**config.mk**
```make
export PLATFORM = sky130hd
export DESIGN_NAME = serial_decrementer
export DESIGN_NICKNAME = d
export VERILOG_FILES = /design/src/rtl/serial_decrementer.sv
export SDC_FILE = /design/constraint.sdc
export NUM_CORES = 1
export LEC_CHECK = 0
export ABC_CLOCK_PERIOD_IN_PS = 5200
export CAP_MARGIN = 20
export CELL_PAD_IN_SITES_DETAIL_PLACEMENT = 1
export CELL_PAD_IN_SITES_GLOBAL_PLACEMENT = 1
export CORE_UTILIZATION = 30
export CTS_CLUSTER_DIAMETER = 120
export DETAILED_ROUTE_END_ITERATION = 6
export PLACE_DENSITY_LB_ADDON = 0.1
export SLEW_MARGIN = 20
export SYNTH_ARGS = -nofsm -noshare
export SYNTH_HDL_FRONTEND = slang
export SYNTH_SLANG_ARGS = --single-unit
```
**constraint.sdc**
```tcl
create_clock -name clk -period 5.2 [get_ports clk]
set_input_delay 1.04 -clock clk [delete_from_list [all_inputs] [get_ports clk]]
set_output_delay 1.04 -clock clk [all_outputs]
set_load 0.01 [all_outputs]
```
**src/rtl/serial_decrementer.sv**
```systemverilog
// Multi-cycle decrementer: computes operand - 1 by rippling a borrow through
// CHUNK half-subtractor cells per clock, LSB chunk first, with start/ready/done.
module serial_decrementer #(
  parameter int N     = 32,
  parameter int CHUNK = 4
) (
  input  logic         clk,
  input  logic         rst,
  input  logic         start,
  input  logic [N-1:0] operand,
  output logic         ready,
  output logic         done,
  output logic [N-1:0] result,
  output logic         underflow,
  output logic         zero
);

  localparam int NCH = N / CHUNK;
  localparam int IW  = (NCH > 1) ? $clog2(NCH) : 1;
  localparam logic [IW-1:0] LAST_IDX = IW'(NCH - 1);

  typedef enum logic [1:0] {
    IDLE = 2'd0,
    RUN  = 2'd1,
    DONE = 2'd2
  } state_t;

  state_t         state;
  state_t         state_next;
  logic [N-1:0]   work;
  logic [N-1:0]   work_next;
  logic           borrow;
  logic [IW-1:0]  idx;
  logic           last_chunk;

  logic [CHUNK-1:0] chunk_in;
  logic [CHUNK-1:0] chunk_out;
  logic [CHUNK:0]   bchain;

  assign last_chunk = (idx == LAST_IDX);

  // Half-subtractor chain over the current chunk: diff = a ^ b, bout = ~a & b.
  assign chunk_in  = work[int'(idx) * CHUNK +: CHUNK];
  assign bchain[0] = borrow;

  for (genvar i = 0; i < CHUNK; i++) begin : g_cell
    assign chunk_out[i]  = chunk_in[i] ^ bchain[i];
    assign bchain[i + 1] = ~chunk_in[i] & bchain[i];
  end

  always_comb begin
    work_next = work;
    work_next[int'(idx) * CHUNK +: CHUNK] = chunk_out;
  end

  // State register
  always_ff @(posedge clk) begin
    if (rst) begin
      state <= IDLE;
    end else begin
      state <= state_next;
    end
  end

  // Next-state logic
  always_comb begin
    state_next = state;
    case (state)
      IDLE:    if (start) state_next = RUN;
      RUN:     if (last_chunk) state_next = DONE;
      DONE:    state_next = IDLE;
      default: state_next = IDLE;
    endcase
  end

  // Outputs
  always_comb begin
    ready = (state == IDLE);
    done  = (state == DONE);
  end

  // Datapath; result and flags only move on the DONE-entry edge.
  always_ff @(posedge clk) begin
    if (rst) begin
      work      <= '0;
      borrow    <= 1'b0;
      idx       <= '0;
      result    <= '0;
      underflow <= 1'b0;
      zero      <= 1'b0;
    end else begin
      case (state)
        IDLE: begin
          if (start) begin
            work   <= operand;
            borrow <= 1'b1;
            idx    <= '0;
          end
        end
        RUN: begin
          work   <= work_next;
          borrow <= bchain[CHUNK];
          idx    <= idx + IW'(1);
          if (last_chunk) begin
            result    <= work_next;
            underflow <= bchain[CHUNK];
            zero      <= (work_next == '0);
          end
        end
        default: ;
      endcase
    end
  end

endmodule

```
# Yosys cells after proc, flatten, opt, wreduce, memory -nomap -nowiden
# Cells that the tools add are included.
# W data, S select, Z words.
word_totals:
  ff_bits: 72
  input_bits: 35
  output_inout_bits: 36
  word_cells: 45
op_classes:
  add_sub_neg: 2
  n_eq_ne: 5
  shifts: 3
  mux: 10
  n_bitwise: 12
  reduce_logical: 6
op_table:
  columns: ["op", "count"]
  rows:
  - ["$pmux W32 S2", 1]
  - ["$neg A5 Y33", 1]
  - ["$shift A4 B33 Y32 const A", 1]
  - ["$shiftx A4 B33 Y32", 1]
  - ["$bwmux W32", 1]
  - ["$logic_not A32 Y1", 1]
  - ["$mux W32", 1]
  - ["$shiftx A32 B6 Y4", 1]
  - ["$pmux W3 S2", 1]
  - ["$reduce_and A2 Y1", 3]
  - ["$and A1 B1 Y1", 4]
  - ["$mux W2", 2]
  - ["$ne A2 B2 Y1 const B", 2]
  - ["$not A1 Y1", 4]
  - ["$pmux W2 S2", 1]
  - ["$xor A1 B1 Y1", 4]
  - ["$add A3 B1 Y3 const B", 1]
  - ["$eq A3 B3 Y1 const B", 1]
  - ["$mux W3", 1]
  - ["$eq A2 B1 Y1 const B", 1]
  - ["$eq A2 B2 Y1 const B", 1]
  - ["$logic_not A2 Y1", 1]
  - ["$pmux W1 S2", 1]
  - ["$reduce_bool A2 Y1", 1]
  - ["$mux W1", 1]

# Logic depth before layout (Yosys ltp)
# Gate-level depths: netlist (run 1).
logic_depth:
  word_depth: 9
  ltp_mapped: 14
  depth_no_buf: 12

# Worst setup path after synthesis (run 1)
# No wires, ideal clock.
synth_timing:
  path_kind: "register -> register"
  start: "reg idx[1]"
  end: "reg zero"
  setup_time_ns: 0.069
  t_arrival_ns: 3.211
  required_time_ns: 5.131
  slack_ns: 1.921
  stages_incl_launch_ff: 14
  n_path_buf: 2
  period_less_slack_ns: 3.279
  cell_sequence: "dfxtp_1 > clkbuf_1 > mux4_2 > mux2i_1 > ha_1 > ha_1 > ha_1 > ha_1 > clkbuf_1 > nor2_1 > nand2_1 > o2111ai_1 > or4_1 > o21ai_1"
synth_via:
  elab_chain_cells: 9
  word_cells_on_any_way: 18
  classes_between: "add/sub: 1; eq/ne: 1; shift: 3; mux: 1; bitwise: 10; reduce/logical: 2"
synth_lines:
  columns: ["element", "line", "text"]
  rows:
  - ["from (decl)", "33", "logic [IW-1:0] idx;"]
  - ["from (signal assigned)", "103", "idx <= idx + IW'(1);"]
  - ["$shiftx A32 B6 Y4", "43", "assign chunk_in = work[int'(idx) * CHUNK +: CHUNK];"]
  - ["$not A1 Y1", "48", "assign bchain[i + 1] = ~chunk_in[i] & bchain[i];"]
  - ["$and A1 B1 Y1 (3 in series)", "48", null]
  - ["$xor A1 B1 Y1", "47", "assign chunk_out[i] = chunk_in[i] ^ bchain[i];"]
  - ["$shiftx A4 B33 Y32", "53", "work_next[int'(idx) * CHUNK +: CHUNK] = chunk_out;"]
  - ["$bwmux W32", "53", null]
  - ["$logic_not A32 Y1", "107", "zero <= (work_next == '0);"]
  - ["to (signal assigned)", "107", null]
  - ["to (decl)", "15", "output logic zero"]
# Parallel ways exist; a longest one is shown, timed or not.
# A chain may end at the register's enable or synchronous reset.

# Worst setup path after layout (run 1)
layout_timing:
  start: "reg idx[0]"
  end: "reg zero"
# The elaborated chain is that of the path after synthesis.

==> results.json, run 1 <==
{
  "cts_root_buffer": "clkbuf_16",
  "synth_simple_gate_area_frac": 0.273,
  "layout_common_cells": "nor2_1 (138), dfxtp_1 (71), clkdlybuf4s50_1 (69), nand2_1 (44), nor3_1 (44)",
  "number_of_max_cap_violations": 0,
  "cts.htree.levels": 3,
  "place.gp.congestion": 0.866,
  "criticalPathCategory": "reg -> reg",
  "dominant_combinational_cell_family_by_area_after_synthesis": "simple AND/OR/NAND/NOR gates",
  "layout_commonest_cell": "nor2_1",
  "hp-start": "result[18]$_SDFFE_PP0P_",
  "detail_route.iter0.violations": 212,
  "post_cts_hold_buffer_count": 0,
  "dp_hpwl_mm": 9.34,
  "reg2regPathDepth": 11,
  "synth_sequential_area_ratio": 0.352,
  "slew-limit-headroom": 0.298,
  "clock_insertion_delay_worst_skew_ns": 0.34,
  "design.portCount": 71,
  "flow.area_growth_from_synthesis_pct": 26.8,
  "globalRouteOverflowTotal": 0,
  "globalRouteTotalUtil": 0.202,
  "grt_antenna_before_repair": 0,
  "multi_input_comb_area_um2": 2430,
  "finalCriticalPeriod_ns": 3.77,
  "synth_xor_area_frac": 0,
  "die_w_um": 119,
  "dr_total_vias": 4007,
  "nFillCells": 1601,
  "design.core.area_um2": 13300,
  "synth_top_area_share": 0.352,
  "setup_viol": 0,
  "ys_warn_count": 0,
  "detailedRoute.firstPassIterationCount": 4,
  "final.setup.tns_ns": 0,
  "ant_nets": 0,
  "synth_cell_types": 43,
  "die_area_um2": 14100,
  "routed_wirelength_mm": 13.5,
  "async_reset_ff_frac": 0,
  "register_cell_area_after_layout_um2": 1440,
  "cts-buffers-inserted": 9,
  "avgSynthCellArea_um2": 7.64,
  "fp-row-count": 42,
  "grt_first_pass_wirelength_mm": 22.2,
  "ff2ff_setup_slack_ns": 1.43,
  "rsz0062_at_grt": "no",
  "finalHoldViolCount": 0,
  "fin_nets": 621,
  "post_synth_adder_cell_area": 0.0336,
  "cts.repair_timing.setup_buffer_count": 0,
  "flip_flop_and_latch_count_after_synthesis": 72,
  "total_power_uw": 1570,
  "initial_utilization": 0.308,
  "chipHeight_um": 119,
  "holdPathEnd": "result[18]$_SDFFE_PP0P_",
  "worst_setup_end_kind": "flip-flop",
  "final-max-slew-violation-count": 0,
  "grt_start_max_net_pins": 58,
  "synth_enable_flop_cells": 0,
  "synth_compound_gate_area_share": 0.197,
  "synth_top_flop_cell": "dfxtp_1",
  "worstHoldPathType": "reg -> reg",
  "syn_nets": 582,
  "clk_path_buf_depth": 2,
  "fin_crit_sh": 0.725,
  "mapped_cell_area_um2": 4090,
  "crit-reg2reg-capture": "zero$_SDFFE_PP0P_",
  "max_slew.worst_pin.slew_ns": 1.05,
  "worstHoldPathCells": 2,
  "ctsResizeCount": 0,
  "path_clk_slew_ns": 0.06,
  "antenna-diode-count": 0,
  "cell_types_occupying_the_most_area_after_synthesis": "dfxtp_1 (35%), nor2_1 (13%), nor3_1 (5.4%), mux2i_1 (4.6%), a211oi_1 (4.6%)",
  "route.detailed.drc": 0,
  "io_buffers": 70,
  "ir_worst_vdd_v": 0.000119,
  "library_cell_with_the_largest_summed_area_after_synthesis": "dfxtp_1",
  "result_of_the_run": "completed",
  "via_per_inst": 5.31,
  "p_leak_uw": 0.00184,
  "cts_num_sinks": 72,
  "type_of_element_launching_the_critical_path": "flip-flop",
  "cp_data_required_time_ns": 5.47,
  "tritoncts": "built",
  "wl_per_cell_um": 17.9,
  "cp.arrival_ns": 4.04,
  "post_synth_mux_area_share": 0.0905,
  "maxClockFrequency_mhz": 265,
  "layout_cell_share_with_drive_strength_beyond_1": 0.0777,
  "crit_fanout": 20,
  "pwr_cell_area_nw_per_um2": 303,
  "synth_cells": 536,
  "clock_skew_ns": 0.00686,
  "number_of_global_route_vias_before_repair": 4052,
  "crit-reg2reg-launch": "idx[0]$_SDFFE_PP0P_"
}
==> cell usage after synthesis, types with 3 or more instances <==
master and number:
nand2_1 44, nor3_1 44, or4_1 3, dfxtp_1 72, o211ai_1 8, nor3b_1 3
mux4_2 8, a211oi_1 25, a22oi_1 25, inv_1 3, ha_1 11, mux2i_1 19
nor3b_2 3, a21oi_1 31, buf_1 3, clkbuf_1 39, a211o_1 3, buf_2 6
o21ai_0 16, nor2_1 139
==> final cells by class <==
class	count	share of cell area
inverters	4	0.00289
clock inverters	3	0.0125
repair buffers	78	0.146
well taps	176	0.0424
multi-input cells	410	0.469
flip-flops and latches	72	0.278
clock buffers	12	0.0494
==> per-stage QoR <==
stage	std cells	hold slack (ns)	instance area [um^2]	setup slack, ns	util
3_5_place_dp	739	0.448	4860	1.44	0.366
3_3_place_gp	739	0.445	4860	1.55	0.366
5_1_grt	755	0.482	5190	1.11	0.390
4_1_cts	754	0.457	5180	1.42	0.390
6_report	755	0.452	5190	1.43	0.390
2_1_floorplan	536	0.478	4090	1.92	-
==> registers in the layout, indices dropped and copies added (netlist names) <==
signal	count
borrow	1
idx	3
result	32
state	2
underflow	1
work	32
zero	1
==> worst max path at each step <==
stage | startpoint | end | slack [ns] | depth (start not counted)
after global placement | idx[0]$_SDFFE_PP0P_ | zero$_SDFFE_PP0P_ | 1.55 | 11
after floorplan | idx[1]$_SDFFE_PP0P_ | zero$_SDFFE_PP0P_ | 1.92 | 13
after global routing | idx[0]$_SDFFE_PP0P_ | zero$_SDFFE_PP0P_ | 1.11 | 11
final | idx[0]$_SDFFE_PP0P_ | zero$_SDFFE_PP0P_ | 1.43 | 11
after CTS | idx[0]$_SDFFE_PP0P_ | zero$_SDFFE_PP0P_ | 1.42 | 11
after detailed placement | idx[0]$_SDFFE_PP0P_ | zero$_SDFFE_PP0P_ | 1.44 | 11
==> kinds of logic (layout without fill, tap and decap cells) <==
kind of cell	count (synthesis)	count (layout)
AND/OR/NAND/NOR	253	253
flip-flops	72	72
AO/OA/AOI/OAI	119	119
multiplexers	27	27
buffers and inverters	54	97
adder cells (fa/ha/maj)	11	11
==> layer usage <==
metal	GRT usage	routed length [um]	share of wire	vias to the layer above
met1	0.267	6480	0.48	1950
met4	0.0815	237	0.018	0
li1	-	-	-	1970
met3	0.0319	422	0.031	15
met5	0	0	0	-
met2	0.327	6360	0.47	72
==> where the power goes <==
part	switching, uW	internal, uW	total, uW
sequential	46.0	578	624
clock	236	443	679
combinational	157	110	267
==> worst max-delay path, cell delays in order (launching register included) <==
cell and delay, ns:
dfxtp_1 0.96, mux4_2 0.60, mux2i_1 0.15, ha_1 0.16
ha_1 0.15, ha_1 0.14, ha_1 0.42, nand2_1 0.19
nor3_1 0.20, a31oi_1 0.06, or4_1 0.53, o21ai_1 0.12
Power figures use the tool's default switching activity.
==> run 2, diff against run 1 <==
--- a/config.mk
+++ b/config.mk
@@ -5,7 +5,7 @@
 export SDC_FILE = /design/constraint.sdc
 export NUM_CORES = 1
 export LEC_CHECK = 0
-export ABC_CLOCK_PERIOD_IN_PS = 5200
+export ABC_CLOCK_PERIOD_IN_PS = 3400
 export CAP_MARGIN = 20
 export CELL_PAD_IN_SITES_DETAIL_PLACEMENT = 1
 export CELL_PAD_IN_SITES_GLOBAL_PLACEMENT = 1
==> constraint.sdc (replaced) <==
create_clock -name clk -period 3.4 [get_ports clk]
set_input_delay 0.68 -clock clk [delete_from_list [all_inputs] [get_ports clk]]
set_output_delay 0.68 -clock clk [all_outputs]
set_load 0.01 [all_outputs]
==> run 2 against run 1 <==
  * Design area is 2.0% higher
  * Power is 53% higher
  * Die area stayed put
  * Fmax grew 21%
  * Count of clock-buffer cells in the layout stayed put
  * First-iteration DRC count is 15% lower
  * Final cell count increased by 1.7%
  * Utilization rose by 0.76 points
  * Hold slack gained 0.0016 ns
  * Sequential power up 50%
  * Critical path type unchanged
  * Largest power group unchanged
==> results.json, run 2 (same netlist as run 1, synthesis figures left out) <==
{
  "die_w_um": 119,
  "finalCriticalPeriod_ns": 3.12,
  "dr_total_vias": 4060,
  "grt_start_max_net_pins": 72,
  "route.detailed.drc": 0,
  "setup_viol": 0,
  "type_of_element_launching_the_critical_path": "flip-flop",
  "clock_skew_ns": 0.00592,
  "antenna-diode-count": 0,
  "via_per_inst": 5.29,
  "layout_commonest_cell": "nor2_1",
  "globalRouteOverflowTotal": 0,
  "path_clk_slew_ns": 0.06,
  "cp.arrival_ns": 3.40,
  "chipHeight_um": 119,
  "path_cells": "buf_4 -> mux4_2 -> mux2i_1 -> ha_1 -> ha_1 -> ha_1 -> ha_2 -> nand2_1 -> nor3_1 -> a31oi_1 -> or4_1 -> o21ai_1",
  "gr-usage-met1": 0.284,
  "worst_setup_end_kind": "flip-flop",
  "path_common_cell": "ha_1",
  "die_area_um2": 14100,
  "final-max-slew-violation-count": 0,
  "worstHoldPathType": "reg -> reg",
  "ctsResizeCount": 0,
  "clk_path_buf_depth": 2,
  "flow.area_growth_from_synthesis_pct": 29.3,
  "cts.repair_timing.setup_buffer_count": 0,
  "number_of_max_cap_violations": 0,
  "cts_root_buffer": "clkbuf_16",
  "rsz0062_at_grt": "no",
  "criticalPathCategory": "reg -> reg",
  "number_of_global_route_vias_before_repair": 4154,
  "cts.htree.levels": 3,
  "crit_fanout": 8,
  "design.portCount": 71,
  "fin_crit_sh": 0.917,
  "ant_nets": 0,
  "design.core.area_um2": 13300,
  "detailedRoute.firstPassIterationCount": 4,
  "p_leak_uw": 0.00190,
  "biggestRegsByFlops": "result (32), work (32), idx (3)",
  "pre_cts_slack_ns": 0.154,
  "result_of_the_run": "completed",
  "final.setup.tns_ns": 0,
  "finalHoldViolCount": 0,
  "tritoncts": "built",
  "routed_wirelength_mm": 14.0,
  "grtUsageMet2": 0.347,
  "max_slew.worst_pin.slew_ns": 0.797,
  "dp_hpwl_mm": 9.80,
  "wl_per_cell_um": 18.2,
  "post_cts_hold_buffer_count": 0,
  "grt_most_used_layer": "met2",
  "max_stage_delay_ns": 0.51,
  "layout_cell_share_with_drive_strength_beyond_1": 0.105,
  "cell_with_the_largest_stage_delay_on_the_worst_path": "dfxtp_1",
  "initial_utilization": 0.308,
  "fin_nets": 634,
  "clock_insertion_delay_worst_skew_ns": 0.35,
  "critical_path_buf_inv_count": 1,
  "nFillCells": 1580,
  "ir_worst_vdd_v": 0.000191,
  "place.gp.congestion": 0.823,
  "maxClockFrequency_mhz": 321,
  "pwr_cell_area_nw_per_um2": 453,
  "grt_first_pass_wirelength_mm": 23.1,
  "cpLargestDelayFamily": "adder cells",
  "cts-buffers-inserted": 9,
  "globalRouteTotalUtil": 0.213,
  "slew-limit-headroom": 0.469,
  "cp_data_required_time_ns": 3.68,
  "grt_antenna_before_repair": 0,
  "postLayoutSetupSlackWorst_ns": 0.282,
  "detail_route.iter0.violations": 180,
  "use_met3": 0.0280,
  "cts_num_sinks": 72,
  "io_buffers": 70,
  "layout_common_cells": "nor2_1 (138), dfxtp_1 (70), clkdlybuf4s50_1 (69), nand2_1 (44), nor3_1 (44)",
  "fp-row-count": 42
}
==> run 2: cell types whose count changed in the layout (fill, tap and decap cells not counted) <==
cell,previous run,this run
bufinv_16,2,1
buf_4,8,20
dfxtp_2,1,2
dfxtp_1,71,70
clkinv_2,1,2
clkbuf_8,2,3
ha_1,11,9
buf_12,0,1
clkbuf_1,1,0
ha_2,0,2
==> run 2: final cells by class <==
| cell class | instances | area [um^2] | area share |
|---|---|---|---|
| Inverter | 4 | 15.0 | 0.00284 |
| Sequential cell | 72 | 1440 | 0.273 |
| Tap cell | 176 | 220 | 0.0416 |
| Timing Repair Buffer | 91 | 866 | 0.164 |
| Clock inverter | 3 | 40.0 | 0.00757 |
| Multi-Input combinational cell | 410 | 2440 | 0.461 |
| Clock buffer | 12 | 267 | 0.0504 |
==> run 2: per-stage QoR <==
stage / total power [uW] / instances / instance area (um^2) / utilization / hold slack [ns]
floorplan: 1230 / 536 / 4090 / - / 0.478
global placement: 1400 / 753 / 4980 / 0.374 / 0.443
detailed placement: 1410 / 753 / 4980 / 0.374 / 0.449
CTS: 2430 / 768 / 5280 / 0.397 / 0.457
global route: 2520 / 768 / 5290 / 0.398 / 0.485
finish: 2400 / 768 / 5290 / 0.398 / 0.454
==> run 2: final timing paths <==
kind         slack [ns]                   start                     end  depth (start not counted)
max                0.28     idx[0]$_SDFFE_PP0P_       zero$_SDFFE_PP0P_                         12
min                0.45  result[3]$_SDFFE_PP0P_  result[3]$_SDFFE_PP0P_                          2
max reg2reg        0.28     idx[0]$_SDFFE_PP0P_       zero$_SDFFE_PP0P_                         12
min reg2reg        0.45  result[3]$_SDFFE_PP0P_  result[3]$_SDFFE_PP0P_                          2
==> run 2: layer usage <==
layer,wire length [um],part of all wire
met1,6670,0.48
met2,6680,0.48
met3,404,0.029
met4,222,0.016
met5,0,0
==> run 2: tightest hold or removal path, delay by kind of cell (launching register included) <==
kind             cells  cell delay (ns)
AO/OA/AOI/OAI        1             0.05
AND/OR/NAND/NOR      1             0.05
flip-flops           1             0.31
==> run 2: report_power, final <==
part,total (uW),internal [uW],switching [uW]
Clock,1000,622,378
Sequential,937,884,53.0
Combinational,460,189,271
